==> src/rtl/fifo_rd_ctrl.sv <==
// Read-side consumer for the async FIFO: pops fixed-length bursts (or drains after an idle
// timeout) into a 2-entry output buffer driving a registered valid/ready stream.
// Optional statistics outputs (word_cnt, burst_cnt) are enabled by defining FIFO_RD_CTRL_STATS_EN.
module fifo_rd_ctrl #(
   parameter int unsigned DSIZE     = 8,
   parameter int unsigned ASIZE     = 4,
   parameter int unsigned BURST_LEN = 4,
   parameter int unsigned TMO_CYC   = 64,
   parameter int unsigned TMO_W     = 8
) (
   input  logic             rclk,
   input  logic             rrst_n,
   input  logic             fifo_empty,
   input  logic             fifo_near_empty,
   input  logic [DSIZE-1:0] fifo_rdata,
   output logic             fifo_ren,
   input  logic             flush,
   input  logic             out_ready,
   output logic             out_valid,
   output logic [DSIZE-1:0] out_data,
   output logic             out_last,
`ifdef FIFO_RD_CTRL_STATS_EN
   output logic [15:0]      word_cnt,
   output logic [15:0]      burst_cnt,
`endif
   output logic             busy
);

   localparam logic [ASIZE:0]   BurstLen = (ASIZE+1)'(BURST_LEN);
   localparam logic [ASIZE:0]   RemOne   = (ASIZE+1)'(1);
   localparam bit               TmoEn    = (TMO_CYC != 0);
   localparam logic [TMO_W-1:0] TmoLast  = TmoEn ? TMO_W'(TMO_CYC - 1) : '0;

   typedef enum logic [1:0] {StIdle, StBurst, StDrain} state_e;

   state_e           state_q;
   logic [ASIZE:0]   burst_rem_q;
   logic [TMO_W-1:0] tmo_q;
   logic [1:0]       cnt_q;
   logic [DSIZE-1:0] head_data_q;
   logic             head_last_q;
   logic [DSIZE-1:0] tail_data_q;
   logic             tail_last_q;

   logic pop;
   logic xfer;
   logic last_tag;
   logic go_burst;
   logic go_drain;

   always_comb begin
      pop = rrst_n && !flush && !fifo_empty && !cnt_q[1] &&
            ((state_q == StBurst) || (state_q == StDrain));
      xfer     = (cnt_q != 2'd0) && out_ready;
      last_tag = (state_q == StDrain) || (burst_rem_q == RemOne);
      go_burst = (state_q == StIdle) && !fifo_empty && !fifo_near_empty;
      go_drain = (state_q == StIdle) && !fifo_empty && TmoEn && (tmo_q == TmoLast);
   end

   assign fifo_ren  = pop;
   assign out_valid = (cnt_q != 2'd0);
   assign out_data  = head_data_q;
   assign out_last  = head_last_q;
   assign busy      = (state_q != StIdle) || (cnt_q != 2'd0);

   always_ff @(posedge rclk) begin
      if (!rrst_n) begin
         state_q     <= StIdle;
         burst_rem_q <= '0;
         tmo_q       <= '0;
         cnt_q       <= 2'd0;
         head_data_q <= '0;
         head_last_q <= 1'b0;
         tail_data_q <= '0;
         tail_last_q <= 1'b0;
      end else if (flush) begin
         // Buffered words are discarded; the FIFO contents stay for the next burst.
         state_q     <= StIdle;
         burst_rem_q <= '0;
         tmo_q       <= '0;
         cnt_q       <= 2'd0;
      end else begin
         case (state_q)
            StIdle: begin
               if (go_burst) begin
                  state_q     <= StBurst;
                  burst_rem_q <= BurstLen;
               end else if (go_drain) begin
                  state_q <= StDrain;
               end
            end
            StBurst: begin
               if (pop) begin
                  burst_rem_q <= burst_rem_q - RemOne;
                  if (burst_rem_q == RemOne) begin
                     state_q <= StIdle;
                  end
               end
            end
            StDrain: begin
               if (fifo_empty) begin
                  state_q <= StIdle;
               end
            end
            default: state_q <= StIdle;
         endcase

         // Idle timer only runs while data sits unclaimed in IDLE; it saturates.
         if ((state_q != StIdle) || fifo_empty || go_burst || go_drain) begin
            tmo_q <= '0;
         end else if (tmo_q != '1) begin
            tmo_q <= tmo_q + TMO_W'(1);
         end

         if (pop && ((cnt_q == 2'd0) || xfer)) begin
            head_data_q <= fifo_rdata;
            head_last_q <= last_tag;
         end else if (pop) begin
            tail_data_q <= fifo_rdata;
            tail_last_q <= last_tag;
         end else if (xfer && (cnt_q == 2'd2)) begin
            head_data_q <= tail_data_q;
            head_last_q <= tail_last_q;
         end

         cnt_q <= cnt_q + 2'(pop) - 2'(xfer);
      end
   end

`ifdef FIFO_RD_CTRL_STATS_EN
   always_ff @(posedge rclk) begin
      if (!rrst_n || flush) begin
         word_cnt  <= 16'd0;
         burst_cnt <= 16'd0;
      end else if (xfer) begin
         word_cnt <= word_cnt + 16'd1;
         if (head_last_q) begin
            burst_cnt <= burst_cnt + 16'd1;
         end
      end
   end
`endif

endmodule
==> config.mk <==
export PLATFORM = sky130hd
export DESIGN_NAME = fifo_rd_ctrl
export DESIGN_NICKNAME = d
export VERILOG_FILES = /design/src/rtl/fifo_rd_ctrl.sv
export SDC_FILE = /design/constraint.sdc
export NUM_CORES = 1
export LEC_CHECK = 0
export CORE_MARGIN = 5
export CORE_UTILIZATION = 45
export CTS_CLUSTER_SIZE = 14
export DETAILED_ROUTE_END_ITERATION = 12
export PLACE_DENSITY = 0.8
export SYNTH_ARGS = -nofsm -noshare
export SYNTH_HDL_FRONTEND = slang
export SYNTH_SLANG_ARGS = --single-unit
==> constraint.sdc <==
create_clock -name rclk -period 2.29 [get_ports rclk]
set_clock_uncertainty 0.1 [all_clocks]
set_input_delay 0.3435 -clock rclk [delete_from_list [all_inputs] [get_ports rclk]]
set_output_delay 0.3435 -clock rclk [all_outputs]
set_load 0.02 [all_outputs]
==> reports/metrics.cfg <==
[clock_tree]
cts_hold_buffers=0
clockRootBuffer=clkbuf_8
htreeDepth=2
clk_path_buf_depth=2
cts.sinks=35
cts_setup_buffers=0
clock_insertion_delay_worst_skew_ns=0.29
cts_buffers=5
cts.clk_slew.worst_paths_ns=0.06
cts_tree=yes

[power_and_ir_drop]
total_leakage_power_nw=0.9556
power_density_mw_per_mm2=536.9
power.total_mw=1.192
vdd_drop_max_uv=388.5

[synthesis]
synth_edf_count=0
synth_top_area_share_pct=39.74
netlist_instances=190
synth_seq_cells=35
synthesis.area_mm2=0.001763
avgSynthCellArea_um2=9.279
ys_warn_count=0
yosysSeqAreaShare_pct=39.74
yosys.area.top_type=dfxtp_1
async_flop_share_pct=0
synth_area_leaders=dfxtp_1, mux2i_1, ha_1
synthesis.nets=212
ys_dominant_reg_cell=dfxtp_1
synth.distinct_cells=48

[cells_and_area]
finalInstanceArea_mm2=0.002220
finalCoreUtilization_pct=59.73
drive_gt1_share_pct=10.92
final_nets=250
area.growth.synth_to_final_pct=25.90
num_antenna_cells=0

[setup_path]
required_ns=1.85
crit_fanout=5
endpoint_kind=output pin
start_kind=primary input
critPathArrivalTime_ns=1.68
critical_path_class=primary input to output pin

[timing]
drv_slew=0
whs_ns=0.3686
rsz0062_at_grt=no
min_period_over_period_pct=92.80
max_freq_mhz=470.5
finalSetupViolCount=0
hold_violations=0
period_minus_slack_ns=2.125
slew_headroom_pct=64.15
tightest_slew_ns=0.5337
finalSetupTns_ns=0

[global_route]
antenna_found_initial=0
grt_use_total_pct=15.17
grt_max_degree=22
grt_pass1_vias=1470
grt_pass1_wl_um=6279
grt_overflow_total=0

[placement]
gp_congestion=0.8056
placed_area_mm2=0.002137
port_buffers=25
dp_hpwl_um=2720

[routing]
wl_per_cell_um=12.91
drt_first_pass_iters=4
vias=1478
vias_per_cell=5.336
drc=0
wl_um=3575
ant_nets=0
drt_iter0_markers=143

[floorplanning]
die_h_um=72.59
core_area_mm2=0.003716
die_area_mm2=0.005269
ios=26
die_w_um=72.59
rows=22
start_util_pct=47.44

[worst_hold_path]
hold_class=flip-flop to flip-flop

[job]
drv_cap=0

[outcome]
status=finished clean

[layout by cell type (no fill, tap or decap), types with 5 or more instances in the layout]
master and n:
buf_4 12, nor2b_1 11, a21oi_1 14, mux2i_1 19
nor2_1 17, dfxtp_1 35, and2_1 5, o21ai_0 10
inv_1 8, ha_1 8, clkbuf_8 5, clkdlybuf4s50_1 23
nand2_1 8
[worst max-delay path: stages]
cell             delay [ns]
clkdlybuf4s50_1        0.49
nor4b_2                0.34
and2_1                 0.18
dlygate4sd2_1          0.33
[stage by stage]
stage	instances	setup WS, ns
4_1_cts	277	0.1483
3_5_place_dp	269	-0.1262
3_3_place_gp	269	-0.08847
2_1_floorplan	190	0.3641
5_1_grt	277	0.06730
6_report	277	0.1648
[cells in the mapped netlist, drive strengths merged (4+ instances only)]
cell type,n
dfxtp,35
mux2i,19
nor2,17
a21oi,14
nor2b,11
o21ai,10
ha,8
inv,8
nand2,8
and2,5
xor2,4
[per-layer routing]
metal  global-route usage (%)  share of wire, %  up-vias
met2                    25.75                45       34
met3                    4.959               6.6        7
met4                    6.762               1.9        0
met5                        0                 0        -
li1                         -                 -      756
met1                    17.26                47      681
[cells by family (layout without fill, tap and decap cells)]
logic type	after synthesis	count (layout)	synth area share (%)
muxes	19	19	10.79
xor gates and xnor gates	5	5	2.484
adders and majority gates	8	8	5.678
DFF	35	35	39.74
and+or+nand+nor	66	66	21.15
buffers and inverters	14	53	3.194
AOI/OAI and AO/OA	43	43	16.96
[sequential cells by signal (all words and copies together), names as in the netlist]
register     count
tail_data_q      8
burst_rem_q      5
cnt_q            2
out_last         1
tmo_q            8
tail_last_q      1
state_q          2
out_data         8
[final cells by class]
type,count,area [um^2]
Sequential cell,35,700.7
Multi-Input combinational cell,141,1006
Fill cell,342,1496
Clock inverter,2,12.51
Tap cell,48,60.06
Clock buffer,6,72.57
Timing Repair Buffer,37,337.8
Inverter,8,30.03
[power breakdown]
part           internal, mW  leakage [nW]  switching (mW)
clock                 0.212        0.0412           0.218
sequential            0.617         0.283         0.00592
combinational        0.0739         0.632          0.0645
[worst paths after layout]
| kind | to | cells past startpoint | startpoint | slack [ns] |
|---|---|---|---|---|
| setup / recovery | fifo_ren | 4 | flush | 0.16 |
| hold reg to reg | out_last | 2 | out_last | 0.37 |
| setup reg to reg | state_q[0] | 6 | tmo_q[0] | 0.34 |
| hold / removal | out_last | 2 | out_last | 0.37 |
[repair_timing]
item / CTS / global route
gates resized for setup: 2 / 0
setup endpoints to repair: 2 / 0
endpoints found under the hold margin: 0 / 0
(Power assumes the default switching activity.)
